===== config.mk =====
export PLATFORM = sky130hd
export DESIGN_NAME = ctrl_pipe_hazard
export DESIGN_NICKNAME = d
export VERILOG_FILES = /design/src/rtl/ctrl_pipe_hazard_pkg.sv /design/src/rtl/ctrl_pipe_hazard_hazard_unit.sv /design/src/rtl/ctrl_pipe_hazard.sv
export SDC_FILE = /design/constraint.sdc
export NUM_CORES = 1
export LEC_CHECK = 0
export CAP_MARGIN = 25
export CORE_UTILIZATION = 39
export CTS_CLUSTER_SIZE = 24
export DETAILED_ROUTE_END_ITERATION = 10
export PLACE_DENSITY_LB_ADDON = 0.08
export REMOVE_ABC_BUFFERS = 1
export SLEW_MARGIN = 30
export SYNTH_ARGS = -nofsm -noshare
export SYNTH_HDL_FRONTEND = slang
export SYNTH_SLANG_ARGS = --single-unit

===== constraint.sdc =====
create_clock -name clk -period 2.2 [get_ports clk]
set_input_delay 0.44 -clock clk [delete_from_list [all_inputs] [get_ports clk]]
set_output_delay 0.44 -clock clk [all_outputs]
set_load 0.01 [all_outputs]

===== src/rtl/ctrl_pipe_hazard_pkg.sv =====
// mips_pkg: shared widths, forward-select encodings, the E-stage control
// bundle with its bubble value, and small specifier-match helpers used by
// the pipeline control registers and the hazard unit.
package mips_pkg;

    localparam int ALUC_W = 3;
    localparam int REG_W  = 5;

    // Execute-operand / decode-comparator forward selects
    localparam logic [1:0] FWD_RF = 2'b00;
    localparam logic [1:0] FWD_W  = 2'b01;
    localparam logic [1:0] FWD_M  = 2'b10;

    // Control bits carried by the ID/EX register
    typedef struct packed {
        logic              regwrite;
        logic              memtoreg;
        logic              memwrite;
        logic              alusrc;
        logic              regdst;
        logic [ALUC_W-1:0] alucontrol;
    } e_ctrl_t;

    // A bubble is an instruction that does nothing: every control bit low
    localparam e_ctrl_t E_BUBBLE = '{
        regwrite:   1'b0,
        memtoreg:   1'b0,
        memwrite:   1'b0,
        alusrc:     1'b0,
        regdst:     1'b0,
        alucontrol: {ALUC_W{1'b0}}
    };

    // True when a source specifier names the destination; r0 never matches
    function automatic logic reg_hit(
        input logic [REG_W-1:0] src,
        input logic [REG_W-1:0] dst
    );
        return (src != {REG_W{1'b0}}) && (src == dst);
    endfunction

    // Youngest in-flight producer wins: MEM before WB, else register file
    function automatic logic [1:0] fwd_select(
        input logic [REG_W-1:0] src,
        input logic [REG_W-1:0] dst_m,
        input logic             we_m,
        input logic [REG_W-1:0] dst_w,
        input logic             we_w
    );
        logic [1:0] sel;
        if (we_m && reg_hit(src, dst_m)) begin
            sel = FWD_M;
        end else if (we_w && reg_hit(src, dst_w)) begin
            sel = FWD_W;
        end else begin
            sel = FWD_RF;
        end
        return sel;
    endfunction

endpackage


===== src/rtl/ctrl_pipe_hazard_hazard_unit.sv =====
// hazard_unit: purely combinational load-use / branch-compare stall,
// IF/ID flush and forwarding selects for the 5-stage MIPS-32 pipeline.
// Stall and flush are held low while the pipeline is in reset so that the
// fetch side never sees a spurious hold or flush from undefined stage state.
module hazard_unit
    import mips_pkg::*;
(
    input  logic             i_rst_n,
    input  logic [REG_W-1:0] i_rsD,
    input  logic [REG_W-1:0] i_rtD,
    input  logic             i_branchD,
    input  logic             i_pcsrcD,
    input  logic             i_jumpD,
    input  logic [REG_W-1:0] i_rsE,
    input  logic [REG_W-1:0] i_rtE,
    input  logic [REG_W-1:0] i_writeregE,
    input  logic             i_regwriteE,
    input  logic             i_memtoregE,
    input  logic [REG_W-1:0] i_writeregM,
    input  logic             i_regwriteM,
    input  logic             i_memtoregM,
    input  logic [REG_W-1:0] i_writeregW,
    input  logic             i_regwriteW,
    output logic             o_stall,
    output logic             o_flushD,
    output logic             o_forwardAD,
    output logic             o_forwardBD,
    output logic [1:0]       o_forwardAE,
    output logic [1:0]       o_forwardBE
);

    logic w_lwstall;
    logic w_branchstall;

    // Stall and flush: a stall always suppresses the branch/jump flush
    always_comb begin
        w_lwstall     = 1'b0;
        w_branchstall = 1'b0;
        o_stall       = 1'b0;
        o_flushD      = 1'b0;
        w_lwstall = i_memtoregE &
                    (reg_hit(i_rsD, i_rtE) | reg_hit(i_rtD, i_rtE));
        w_branchstall = i_branchD &
            ((i_regwriteE & (reg_hit(i_rsD, i_writeregE) | reg_hit(i_rtD, i_writeregE))) |
             (i_memtoregM & (reg_hit(i_rsD, i_writeregM) | reg_hit(i_rtD, i_writeregM))));
        if (i_rst_n) begin
            o_stall  = w_lwstall | w_branchstall;
            o_flushD = (i_pcsrcD | i_jumpD) & ~o_stall;
        end else begin
            o_stall  = 1'b0;
            o_flushD = 1'b0;
        end
    end

    // Forward selects for the decode comparator and the execute operands
    always_comb begin
        o_forwardAD = i_regwriteM & reg_hit(i_rsD, i_writeregM);
        o_forwardBD = i_regwriteM & reg_hit(i_rtD, i_writeregM);
        o_forwardAE = fwd_select(i_rsE, i_writeregM, i_regwriteM, i_writeregW, i_regwriteW);
        o_forwardBE = fwd_select(i_rtE, i_writeregM, i_regwriteM, i_writeregW, i_regwriteW);
    end

endmodule


===== src/rtl/ctrl_pipe_hazard.sv =====
// ctrl_pipe_hazard: ID/EX, EX/MEM and MEM/WB control/specifier registers of
// the 5-stage MIPS-32 core plus the hazard unit that stalls, flushes and
// forwards around them. Optional build macro STALL_CNT_EN adds a saturating
// stall-cycle counter on port stall_count (width CNT_W).
module ctrl_pipe_hazard #(
    parameter int ALUC_W = 3,
    parameter int REG_W  = 5,
    parameter int CNT_W  = 16
) (
    input  logic              clk,
    input  logic              rst_n,
    input  logic              regwriteD,
    input  logic              memtoregD,
    input  logic              memwriteD,
    input  logic              branchD,
    input  logic              alusrcD,
    input  logic              regdstD,
    input  logic [ALUC_W-1:0] alucontrolD,
    input  logic              pcsrcD,
    input  logic              jumpD,
    input  logic [REG_W-1:0]  rsD,
    input  logic [REG_W-1:0]  rtD,
    input  logic [REG_W-1:0]  rdD,
    output logic              regwriteE,
    output logic              memtoregE,
    output logic              memwriteE,
    output logic              alusrcE,
    output logic              regdstE,
    output logic [ALUC_W-1:0] alucontrolE,
    output logic [REG_W-1:0]  rsE,
    output logic [REG_W-1:0]  rtE,
    output logic [REG_W-1:0]  writeregE,
    output logic              regwriteM,
    output logic              memtoregM,
    output logic              memwriteM,
    output logic [REG_W-1:0]  writeregM,
    output logic              regwriteW,
    output logic              memtoregW,
    output logic [REG_W-1:0]  writeregW,
    output logic              stallF,
    output logic              stallD,
    output logic              flushD,
    output logic              forwardAD,
    output logic              forwardBD,
    output logic [1:0]        forwardAE,
    output logic [1:0]        forwardBE
`ifdef STALL_CNT_EN
    ,
    output logic [CNT_W-1:0]  stall_count
`endif
);

    import mips_pkg::*;

    e_ctrl_t          w_ctrlD;
    e_ctrl_t          r_ctrlE;
    logic [REG_W-1:0] r_rsE;
    logic [REG_W-1:0] r_rtE;
    logic [REG_W-1:0] r_rdE;
    logic [REG_W-1:0] w_writeregE;
    logic             r_regwriteM;
    logic             r_memtoregM;
    logic             r_memwriteM;
    logic [REG_W-1:0] r_writeregM;
    logic             r_regwriteW;
    logic             r_memtoregW;
    logic [REG_W-1:0] r_writeregW;
    logic             w_stall;

    assign w_ctrlD = '{
        regwrite:   regwriteD,
        memtoreg:   memtoregD,
        memwrite:   memwriteD,
        alusrc:     alusrcD,
        regdst:     regdstD,
        alucontrol: alucontrolD
    };

    assign w_writeregE = r_ctrlE.regdst ? r_rdE : r_rtE;

    // ID/EX register: a stall turns the held decode slot into a bubble here
    always_ff @(posedge clk) begin
        if (!rst_n) begin
            r_ctrlE <= E_BUBBLE;
            r_rsE   <= {REG_W{1'b0}};
            r_rtE   <= {REG_W{1'b0}};
            r_rdE   <= {REG_W{1'b0}};
        end else if (w_stall) begin
            r_ctrlE <= E_BUBBLE;
            r_rsE   <= {REG_W{1'b0}};
            r_rtE   <= {REG_W{1'b0}};
            r_rdE   <= {REG_W{1'b0}};
        end else begin
            r_ctrlE <= w_ctrlD;
            r_rsE   <= rsD;
            r_rtE   <= rtD;
            r_rdE   <= rdD;
        end
    end

    // EX/MEM and MEM/WB registers: always advance, bubbles flow as zeros
    always_ff @(posedge clk) begin
        if (!rst_n) begin
            r_regwriteM <= 1'b0;
            r_memtoregM <= 1'b0;
            r_memwriteM <= 1'b0;
            r_writeregM <= {REG_W{1'b0}};
            r_regwriteW <= 1'b0;
            r_memtoregW <= 1'b0;
            r_writeregW <= {REG_W{1'b0}};
        end else begin
            r_regwriteM <= r_ctrlE.regwrite;
            r_memtoregM <= r_ctrlE.memtoreg;
            r_memwriteM <= r_ctrlE.memwrite;
            r_writeregM <= w_writeregE;
            r_regwriteW <= r_regwriteM;
            r_memtoregW <= r_memtoregM;
            r_writeregW <= r_writeregM;
        end
    end

    hazard_unit u_hazard (
        .i_rst_n     (rst_n),
        .i_rsD       (rsD),
        .i_rtD       (rtD),
        .i_branchD   (branchD),
        .i_pcsrcD    (pcsrcD),
        .i_jumpD     (jumpD),
        .i_rsE       (r_rsE),
        .i_rtE       (r_rtE),
        .i_writeregE (w_writeregE),
        .i_regwriteE (r_ctrlE.regwrite),
        .i_memtoregE (r_ctrlE.memtoreg),
        .i_writeregM (r_writeregM),
        .i_regwriteM (r_regwriteM),
        .i_memtoregM (r_memtoregM),
        .i_writeregW (r_writeregW),
        .i_regwriteW (r_regwriteW),
        .o_stall     (w_stall),
        .o_flushD    (flushD),
        .o_forwardAD (forwardAD),
        .o_forwardBD (forwardBD),
        .o_forwardAE (forwardAE),
        .o_forwardBE (forwardBE)
    );

    assign stallF      = w_stall;
    assign stallD      = w_stall;
    assign regwriteE   = r_ctrlE.regwrite;
    assign memtoregE   = r_ctrlE.memtoreg;
    assign memwriteE   = r_ctrlE.memwrite;
    assign alusrcE     = r_ctrlE.alusrc;
    assign regdstE     = r_ctrlE.regdst;
    assign alucontrolE = r_ctrlE.alucontrol;
    assign rsE         = r_rsE;
    assign rtE         = r_rtE;
    assign writeregE   = w_writeregE;
    assign regwriteM   = r_regwriteM;
    assign memtoregM   = r_memtoregM;
    assign memwriteM   = r_memwriteM;
    assign writeregM   = r_writeregM;
    assign regwriteW   = r_regwriteW;
    assign memtoregW   = r_memtoregW;
    assign writeregW   = r_writeregW;

`ifdef STALL_CNT_EN
    logic [CNT_W-1:0] r_stall_count;

    // Saturating count of stalled cycles; holds at all-ones instead of wrapping
    always_ff @(posedge clk) begin
        if (!rst_n) begin
            r_stall_count <= {CNT_W{1'b0}};
        end else if (w_stall && (r_stall_count != {CNT_W{1'b1}})) begin
            r_stall_count <= r_stall_count + {{(CNT_W-1){1'b0}}, 1'b1};
        end else begin
            r_stall_count <= r_stall_count;
        end
    end

    assign stall_count = r_stall_count;
`endif

endmodule

# After elaboration in Yosys (flattened, before gate mapping)

Cells that the tools add are included.
Widths: inputs -> output; s select.

Order comparisons: 0
Shifts and indexed selects: 0
Reductions and logical operators: 19
Bitwise operators: 15
Mux-type cells: 7
Equal/unequal tests: 10
Div/mod/pow operators: 0
$mul: 0
$add $sub $neg: 0

Operator list:

| operator          | number |
|---|---|
| $eq 5x5->1        | 10 |
| $reduce_bool 5->1 | 4 |
| $logic_and 1x1->1 | 14 |
| $and 1x1->1       | 7 |
| $or 1x1->1        | 6 |
| $mux 5            | 1 |
| $mux 1            | 4 |
| $mux 2            | 2 |
| $not 1->1         | 2 |
| $reduce_or 2->1   | 1 |

Register bits: 38
RAM bits: 0
Latch bits: 0
Memories: 0
Bits in read-only memories: 0
Word-level logic and storage cells: 67
Output and inout port bits: 47
Bits of input ports: 28

# Longest topological paths before layout

Gate-level depths: netlist of run 1.

Depth in word-level cells: 11
Depth in mapped cells: 9

# Modules after synthesis

Synthesis of run 1 repeated with hierarchy kept, for this count alone.

Cells, all modules: 185
Area, all modules: 1843.0 um^2

By module, submodules not included:

| module           | area an instance (um^2) | seq. area each (um^2) | cells each | times used |
|---|---|---|---|---|
| ctrl_pipe_hazard | 1092.3                  | 760.7                 | 86         | 1 |
| hazard_unit      | 750.7                   | 0.0                   | 99         | 1 |

# Worst setup path after synthesis of run 1

OpenSTA, ideal clock, no wires.

Kind: flip-flop to output port
From: reg r_ctrlE, in the netlist regdstE
To: out stallF
Data arrival time: 2122 ps
Cell stages (with the launch flop): 10
Buffers on the path: 3
Required time: 1760 ps
Path slack: -362 ps
Cell sequence: dfxtp_1 buf_6 mux2i_4 xnor2_1 nor4_1 nand4_1 a31o_2 buf_6 a21boi_1 buf_4

Word-level cells in the longest chain between the ends: 9
Elaborated cells on any way between the ends: 11
Classes of those cells: 2 x eq/ne; 2 x mux; 5 x bitwise; 2 x reduce/logical

RTL lines:

| item                   | line                               | RTL |
|---|---|---|
| from (decl)            | ctrl_pipe_hazard.sv:56             | `e_ctrl_t r_ctrlE;` |
| from (signal assigned) | ctrl_pipe_hazard.sv:94             | `r_ctrlE <= w_ctrlD;` |
| $mux 5 *               | ctrl_pipe_hazard.sv:79             | `assign w_writeregE = r_ctrlE.regdst ? r_rdE : r_rtE;` |
| $eq 5x5->1             | ctrl_pipe_hazard_pkg.sv:39         | `return (src != {REG_W{1'b0}}) && (src == dst);` |
| $logic_and 1x1->1      | ctrl_pipe_hazard_pkg.sv:39         |  |
| $or 1x1->1 *           | ctrl_pipe_hazard_hazard_unit.sv:44 | `((i_regwriteE & (reg_hit(i_rsD, i_writeregE) \| reg_hit(i_rtD, i_writeregE))) \|` |
| $and 1x1->1 *          | ctrl_pipe_hazard_hazard_unit.sv:44 |  |
| $or 1x1->1 *           | ctrl_pipe_hazard_hazard_unit.sv:44 |  |
| $and 1x1->1 *          | ctrl_pipe_hazard_hazard_unit.sv:43 | `w_branchstall = i_branchD &` |
| $or 1x1->1 *           | ctrl_pipe_hazard_hazard_unit.sv:47 | `o_stall = w_lwstall \| w_branchstall;` |
| $mux 1 *               | ctrl_pipe_hazard_hazard_unit.sv:46 | `if (i_rst_n) begin` |
| to (decl)              | ctrl_pipe_hazard.sv:40             | `output logic stallF,` |

Mark *: on every way between the ends. The rest lies on a longest branch, timed or not.

# Final worst setup path of run 1

From: reg r_ctrlE, in the netlist regdstE
To: out stallD

Word-level cells in the longest chain between the ends: 9
Elaborated cells on any way between the ends: 11
Classes of those cells: 2 x eq/ne; 2 x mux; 5 x bitwise; 2 x reduce/logical

RTL lines:

| item              | line                               | RTL |
|---|---|---|
| $mux 5 *          | ctrl_pipe_hazard.sv:79             |  |
| $eq 5x5->1        | ctrl_pipe_hazard_pkg.sv:39         |  |
| $logic_and 1x1->1 | ctrl_pipe_hazard_pkg.sv:39         |  |
| $or 1x1->1 *      | ctrl_pipe_hazard_hazard_unit.sv:44 |  |
| $and 1x1->1 *     | ctrl_pipe_hazard_hazard_unit.sv:44 |  |
| $or 1x1->1 *      | ctrl_pipe_hazard_hazard_unit.sv:44 |  |
| $and 1x1->1 *     | ctrl_pipe_hazard_hazard_unit.sv:43 |  |
| $or 1x1->1 *      | ctrl_pipe_hazard_hazard_unit.sv:47 |  |
| $mux 1 *          | ctrl_pipe_hazard_hazard_unit.sv:46 |  |
| to (decl)         | ctrl_pipe_hazard.sv:41             | `output logic stallD,` |

Marks and branches as above.

==> results of run 1 <==
## layer usage
| metal | routed length [µm] | up-vias | part of all wire | GRT usage |
|---|---|---|---|---|
| met4 | 111 | 0 | 0.020 | 0.0915 |
| li1 | - | 908 | - | - |
| met5 | 0 | - | 0 | 0 |
| met3 | 217 | 9 | 0.039 | 0.0458 |
| met2 | 2840 | 54 | 0.52 | 0.401 |
| met1 | 2350 | 853 | 0.43 | 0.273 |
## power by group
group	internal (mW)	switching (mW)	total (mW)
Combinational	0.291	0.196	0.487
Sequential	0.727	0.0328	0.760
Clock	0.484	0.242	0.726
Total	1.50	0.471	1.97
## state kept, by name, summed over array words and instances, names as in the netlist, 3 cells and up
register and flops:
r_rdE 5, rsE 5, rtE 5, writeregM 5, writeregW 5, alucontrolE 3
## cell usage after synthesis, drive strengths merged
library cell and count:
o21ai 2, mux2i 5, nor4 6, dfxtp 38
buf 7, a31o 1, inv 6, a21boi 1
nand2 4, or4 2, nor2b 5, nor2 4
xor2 16, nand4 8, nor3 6, and4 25
o2111a 1, clkbuf 13, and2 12, xnor2 34
## cell type report
type                            instances  area [µm²]  share of cell area
Tap cell                               67        83.8              0.0250
Inverter                                6        22.5             0.00672
Sequential cell                        38         779               0.233
Multi-Input combinational cell        132        1190               0.354
Timing Repair Buffer                  128        1140               0.339
Clock buffer                            6        82.6              0.0246
Clock inverter                          2        60.1              0.0179
## cells by family (layout without fill, tap and decap cells)
group | after synthesis | count (layout) | synth area share
AOI/OAI and AO/OA | 5 | 5 | 0.0193
xor gates and xnor gates | 50 | 50 | 0.226
buffers and inverters | 26 | 142 | 0.0651
DFF | 38 | 38 | 0.392
muxes | 5 | 5 | 0.0470
and+or+nand+nor | 72 | 72 | 0.251
## stage by stage
step | setup slack [ns] | hold slack, ns | cells
3_5_place_dp | -0.822 | 0.455 | 357
6_report | -0.336 | 0.469 | 379
5_1_grt | -0.505 | 0.500 | 379
3_3_place_gp | -0.801 | 0.441 | 357
4_1_cts | -0.392 | 0.476 | 375
2_1_floorplan | -0.413 | 0.504 | 176
## worst paths after layout
kind | start | slack, ns | cells past startpoint | end
max | regdstE | -0.34 | 9 | stallD
min | memwriteE | 0.47 | 1 | memwriteM
max reg2reg | regdstE | 0.12 | 9 | r_rdE[1]
min reg2reg | memwriteE | 0.47 | 1 | memwriteM
## critical path, cell delays in order, from the launching register on
cell and delay (ns):
dfxtp_2 0.34, buf_6 0.12, mux2i_4 0.25, buf_6 0.13
xnor2_2 0.05, nor4_2 0.21, nand4_1 0.13, a31o_2 0.30
a21boi_2 0.13, buf_2 0.14
## timing repair
action / in CTS / in global routing
gates cloned: 0 / 0
pin swaps: 16 / 15
endpoints found under the setup margin: 11 / 33
hold buffers: 0 / 0
resized for setup: 77 / 18
setup buffers: 12 / 4
==> reports/results.ini, run 1 <==
[outcome]
outcome = finished, violations left
violations = setup timing

[die]
die_height_um = 72.6
start_util = 0.408
die_x_um = 72.6
rows = 25
core_area_um2 = 4750
dieArea_um2 = 5260
pin_count = 75

[routing]
antenna_left = 0
drtPass1Iterations = 4
viasPerCell = 4.81
drc = 0
wl_per_cell_um = 14.6
route.vias.total = 1824
drt_iter0_markers = 48
drt-total-wl_mm = 5.52

[synth]
netlist.area_leader.share = 0.392
netlist_area_um2 = 1940
ys_ff_latch = 38
ys_seq_area_frac = 0.392
yosysWarnings = 0
avgSynthCellArea_um2 = 9.91
syn-instance-count = 196
synth_top_cells_by_area = dfxtp_1, xnor2_1, and4_1
ys_types = 25
synth_area_leader_cell = dfxtp_1

[cells_and_area]
postLayoutCellArea_um2 = 3350
fill_cells = 395
drive_gt1_frac = 0.337
final_nets = 339
layout_common_cells = clkdlybuf4s50_1, buf_4, xnor2_1, dfxtp_1, and4_1
syn2layout_area_growth_pct = 72.6
postLayoutCoreUtil = 0.705
final_common_cell = clkdlybuf4s50_1
antenna_cells = 0

[clocking]
path_clk_slew_ns = 0.07
clock_path_buffers = 2
cts_sinks = 38
clockRootBuffer = clkbuf_8
numCtsBuffers = 5
clk_latency_ns = 0.29
cts_tree = yes
htree_levels = 2

[global_route]
grt-ovfl-total = 0
grt_pass1_vias = 1845
grt_pass1_wl_mm = 8.95
grt_max_degree = 29
grtUsageTotal = 0.229
antenna_found_initial = 0

[sta]
worst_pin_slew_ns = 0.352
max_slew_margin = 0.763
rsz0062_at_grt = yes
max_freq_mhz = 394
final.setup.tns_ns = -1.10
finalCritPeriodShare = 1.15
slew_violations = 0
finalHoldViolCount = 0
setup_ws_ns = -0.336
fin_crit_ns = 2.54
setup_viol = 5
final.setup_skew_ns = 0.00693

[placement]
port_buffers = 74
place_congestion = 0.851
post_dp_cell_area_um2 = 2960
dp.final_hpwl_mm = 3.93

[worst_setup_path]
arrival_ns = 2.10
critical_path_class = reg2out
cp-start-kind = register
endpoint_kind = output pin
cp.required_ns = 1.76
cp_max_fo = 3

[power]
power_density_nw_per_um2 = 589
power.total_mw = 1.97
p_leak_nw = 1.42
ir_drop_mv = 0.412

[job]
cap_viol_max_count = 0

[min_path]
min_path_type = reg2reg

Note: power is estimated with default switching activity, not from simulation.
==> inputs of run 2 (changes only) <==
CORE_UTILIZATION = 44   (was 39)
clock period = 2.75 ns   (was 2.2 ns; I/O delays follow)
==> run 2 against run 1 <==
The flow now finishes without violations; critical path depth fell by 1; combinational power shrank 33%; cell count fell by 9.5%; largest power group unchanged; total power fell by 29%; largest cell class unchanged; register-to-register slack better by 0.54 ns.
==> reports/results.ini, run 2 (synthesis results as in run 1) <==
[placement]
dp.cells = 331
port_buffers = 74
dp.final_hpwl_mm = 3.77
post_dp_cell_area_um2 = 2890
place_congestion = 0.816

[worst_setup_path]
critical_path_class = reg2out
endpoint_kind = output pin
r2r_cells = 8
cp.required_ns = 2.20
arrival_ns = 2.14
cp_max_fo = 6
cp-start-kind = register

[routing]
drc = 0
wl_per_cell_um = 14.3
route.vias.total = 1739
drt-total-wl_mm = 4.90
viasPerCell = 5.07
antenna_left = 0
drt_iter0_markers = 42
drtPass1Iterations = 4

[global_route]
antenna_found_initial = 0
grtUsageTotal = 0.226
grt-ovfl-total = 0
grt_pass1_vias = 1582
grt_max_degree = 24
grt_pass1_wl_mm = 7.62

[cells_and_area]
postLayoutCellArea_um2 = 3030
drive_gt1_frac = 0.191
antenna_cells = 0
syn2layout_area_growth_pct = 55.8
final_common_cell = clkdlybuf4s50_1
fin_cells = 343
seqCellArea_um2 = 762
final_nets = 320
fill_cells = 330
postLayoutCoreUtil = 0.735
layout_common_cells = clkdlybuf4s50_1, dfxtp_1, xnor2_1, buf_4, and4_1
multiInputGateArea_um2 = 1080

[sta]
rsz0062_at_grt = yes
finalCritPeriodShare = 0.976
finalHoldViolCount = 0
setup_viol = 0
fin_crit_ns = 2.69
max_slew_margin = 0.737
max_freq_mhz = 372
final.setup_skew_ns = 0.00729
worst_pin_slew_ns = 0.391
slew_violations = 0

[power]
power_density_nw_per_um2 = 462
ir_drop_mv = 0.358
power.total_mw = 1.40
p_leak_nw = 1.24

[clocking]
htree_levels = 2
cts_tree = yes
path_clk_slew_ns = 0.07
clockRootBuffer = clkbuf_8
cts_sinks = 38
clk_latency_ns = 0.29
numCtsBuffers = 5
clock_path_buffers = 2

[die]
die_height_um = 68.4
core_area_um2 = 4120
start_util = 0.472
die_x_um = 68.4
dieArea_um2 = 4680
rows = 23
pin_count = 75

[outcome]
outcome = complete, no violations

[job]
cap_viol_max_count = 0

[min_path]
min_path_cells = 1
min_path_type = reg2reg

run 2: cell count changes in the layout (fill, tap and decap cells not counted), moves of 3 or more:
cell | before | now
nor4_2 | 4 | 0
dfxtp_1 | 27 | 37
buf_4 | 44 | 34
dfxtp_2 | 9 | 1
clkdlybuf4s50_1 | 52 | 58
buf_2 | 6 | 3
xnor2_2 | 7 | 0
xnor2_1 | 27 | 34
buf_6 | 11 | 0
nor4_1 | 1 | 6
run 2: timing repair:
item	4_1_cts	5_1_grt
gates resized for setup	26	5
setup endpoints to repair	7	5
hold buffers	0	0
setup buffers	0	4
pin swaps	1	8
run 2: metrics by stage:
stage | TNS, ns | hold slack [ns] | setup WS (ns)
5_1_grt | -0.113 | 0.492 | -0.0550
3_5_place_dp | -1.89 | 0.451 | -0.556
4_1_cts | -0.0440 | 0.473 | -0.0440
6_report | 0 | 0.465 | 0.0647
2_1_floorplan | 0 | 0.504 | 0.0266
3_3_place_gp | -1.69 | 0.443 | -0.496
run 2: worst max-delay path, stage by stage (launching register included):
cell and delay, ns:
dfxtp_2 0.34, buf_12 0.14, mux2i_4 0.28, xnor2_1 0.09, nor4_1 0.27, nand4_1 0.12, a31o_2 0.30, a21boi_2 0.15
buf_2 0.15
run 2: power breakdown:
group | internal (mW) | switching [mW]
clock | 0.267 | 0.194
combinational | 0.196 | 0.129
sequential | 0.581 | 0.0302
total | 1.04 | 0.353
run 2: cell type report:
cell class,count,share of cell area
clock inverter,3,0.0132
tap,50,0.0207
sequential,38,0.252
timing repair buffer,109,0.327
inverter,6,0.00744
multi-input combinational,132,0.357
clock buffer,5,0.0227
run 2: routing by layer:
metal | vias up | track usage | routed length (µm)
li1 | 860 | - | -
met1 | 809 | 0.265 | 2070
met2 | 61 | 0.392 | 2480
met3 | 9 | 0.0600 | 277
met4 | 0 | 0.0755 | 69
met5 | - | 0 | 0
run 2: worst paths after layout:
path,start,slack (ns),endpoint
worst min-delay path,memwriteE,0.46,memwriteM
worst min register to register,memwriteE,0.46,memwriteM
worst max-delay path,regdstE,0.06,stallF
worst max register to register,regdstE,0.66,rtE[4]
==> inputs of run 3 (changes only) <==
CORE_MARGIN = 2   (was unset)
==> run 3 against run 2 <==
The flow now finishes with violations (setup timing); die area is 5.9% higher; flip-flop and latch count stayed put; wire length is 8.6% higher; sequential power hardly changed; fmax is 4.1% lower; cell area is 1.6% higher; sequential share of layout area is 0.40 points lower; total power is 3.9% lower; first-iteration DRC count is 17% higher; global-route usage is 0.51 points lower; worst hold slack worse by 0.0021 ns; highest routed layer unchanged.
==> reports/results.ini, run 3 (synthesis results as in run 1) <==
[routing]
antenna_left = 0
drc = 0
drt-total-wl_mm = 5.33
route.vias.total = 1811
drt-met1-wl_mm = 2.26
viasPerCell = 5.20
highest_layer = met4
dr_wl_met3_um = 278
wl_met2_mm = 2.63
drtPass1Iterations = 4
drt_iter0_markers = 49
wl_per_cell_um = 15.3

[die]
die_x_um = 70.4
core_area_um2 = 4290
rows = 24
start_util = 0.452
die_height_um = 70.4
dieArea_um2 = 4960
pin_count = 75

[cells_and_area]
final_common_cell = clkdlybuf4s50_1
seqCellArea_um2 = 762
postLayoutCellArea_um2 = 3070
fill_cells = 344
antenna_cells = 0
multiInputGateArea_um2 = 1110
layout_common_cells = clkdlybuf4s50_1, dfxtp_1, buf_4
drive_gt1_frac = 0.209
fin_cells = 348
final_nets = 323
syn2layout_area_growth_pct = 58.3

[worst_setup_path]
critical_path_class = reg2out
crit_start = regdstE
arrival_ns = 2.25
r2r_cells = 10
cp_max_fo = 3
cp-start-kind = register
cp.required_ns = 2.20
r2r-start = regdstE
reg2reg_to = r_rdE[2]
endpoint_kind = output pin
r2r_slack_ns = 0.54

[sta]
setup_viol = 3
rsz0062_at_grt = yes
slew_violations = 0
max_freq_mhz = 357
worst_pin_slew_ns = 0.365
max_slew_margin = 0.754
setup_ws_ns = -0.0511
final.setup_skew_ns = 0.00358
fin_crit_ns = 2.80
finalCritPeriodShare = 1.02
finalHoldViolCount = 0
whs_ns = 0.463

[placement]
dp.final_hpwl_mm = 3.88
dp.cells = 333
post_dp_cell_area_um2 = 2890
port_buffers = 74
place_congestion = 0.914

[power]
power_density_nw_per_um2 = 437
ir_drop_mv = 0.302
p_leak_nw = 1.27
power.total_mw = 1.34

[job]
cap_viol_max_count = 0

[min_path]
min_path_type = reg2reg
min_path_cells = 1
whs_endpoint = memwriteM
min_from = memwriteE

[clocking]
cts_tree = yes
htree_levels = 2
numCtsBuffers = 5
cts_sinks = 38
clock_path_buffers = 2
clockRootBuffer = clkbuf_8
clk_latency_ns = 0.29
path_clk_slew_ns = 0.07

[global_route]
grtUsageTotal = 0.220
grt-ovfl-total = 0
grt_max_degree = 39
grt_pass1_vias = 1796
antenna_found_initial = 0
grt_pass1_wl_mm = 8.51

[outcome]
outcome = finished, violations left
violations = setup timing

[run 3: cell types whose count changed in the layout (fill, tap and decap cells not counted), moves of 2 or more]
cell / before / now
xnor2_1: 34 / 32
nor4_1: 6 / 3
nor3_2: 2 / 0
buf_6: 0 / 4
nor4_2: 0 / 3
xnor2_2: 0 / 2
nor3_1: 4 / 6
[run 3: per-stage QoR]
| stage | TNS (ns) | util | worst slack, ns |
|---|---|---|---|
| floorplan | 0 | - | 0.0266 |
| global placement | -1.77 | 0.673 | -0.515 |
| detailed placement | -1.89 | 0.673 | -0.544 |
| CTS | -0.186 | 0.700 | -0.0933 |
| global route | -0.539 | 0.716 | -0.187 |
| finish | -0.146 | 0.716 | -0.0511 |
[run 3: timing repair]
item | in CTS | in global routing
endpoints found under the setup margin | 7 | 6
buffers inserted | 4 | 3
resized for setup | 30 | 9
pin swaps | 6 | 6
hold buffers | 0 | 0
[run 3: per-layer routing]
metal  GRT usage  up-vias
li1            -      868
met1       0.266      861
met5           0        -
met2       0.373       66
met4      0.0919        0
met3      0.0519       16
[run 3: how the worst max path moves through the flow]
| stage | endpoint | slack (ns) | depth (start not counted) |
|---|---|---|---|
| final | stallF | -0.05 | 10 |
| after detailed placement | flushD | -0.54 | 9 |
| after global placement | stallD | -0.52 | 7 |
| after floorplan | stallD | 0.03 | 6 |
| after CTS | stallF | -0.09 | 9 |
| after global routing | stallF | -0.19 | 10 |
[run 3: worst max-delay path, stage by stage (launching register included)]
cell,delay (ns)
dfxtp_2,0.35
buf_6,0.13
mux2i_4,0.24
buf_6,0.13
xnor2_2,0.06
nor4_2,0.27
nand4_1,0.11
a31o_2,0.27
buf_6,0.12
a21boi_2,0.13
buf_2,0.14
[run 3: layout make-up]
type | instances | share of cell area
sequential | 38 | 0.248
tap | 52 | 0.0212
multi-input combinational | 132 | 0.360
timing repair buffer | 112 | 0.334
clock buffer | 7 | 0.0281
clock inverter | 1 | 0.00163
inverter | 6 | 0.00733
[run 3: where the power goes]
group / internal [mW] / total [mW] / leakage, nW / switching, mW
logic: 0.201 / 0.339 / 0.903 / 0.137
registers: 0.581 / 0.611 / 0.315 / 0.0303
clock network: 0.202 / 0.393 / 0.0482 / 0.190
total: 0.984 / 1.34 / 1.27 / 0.358
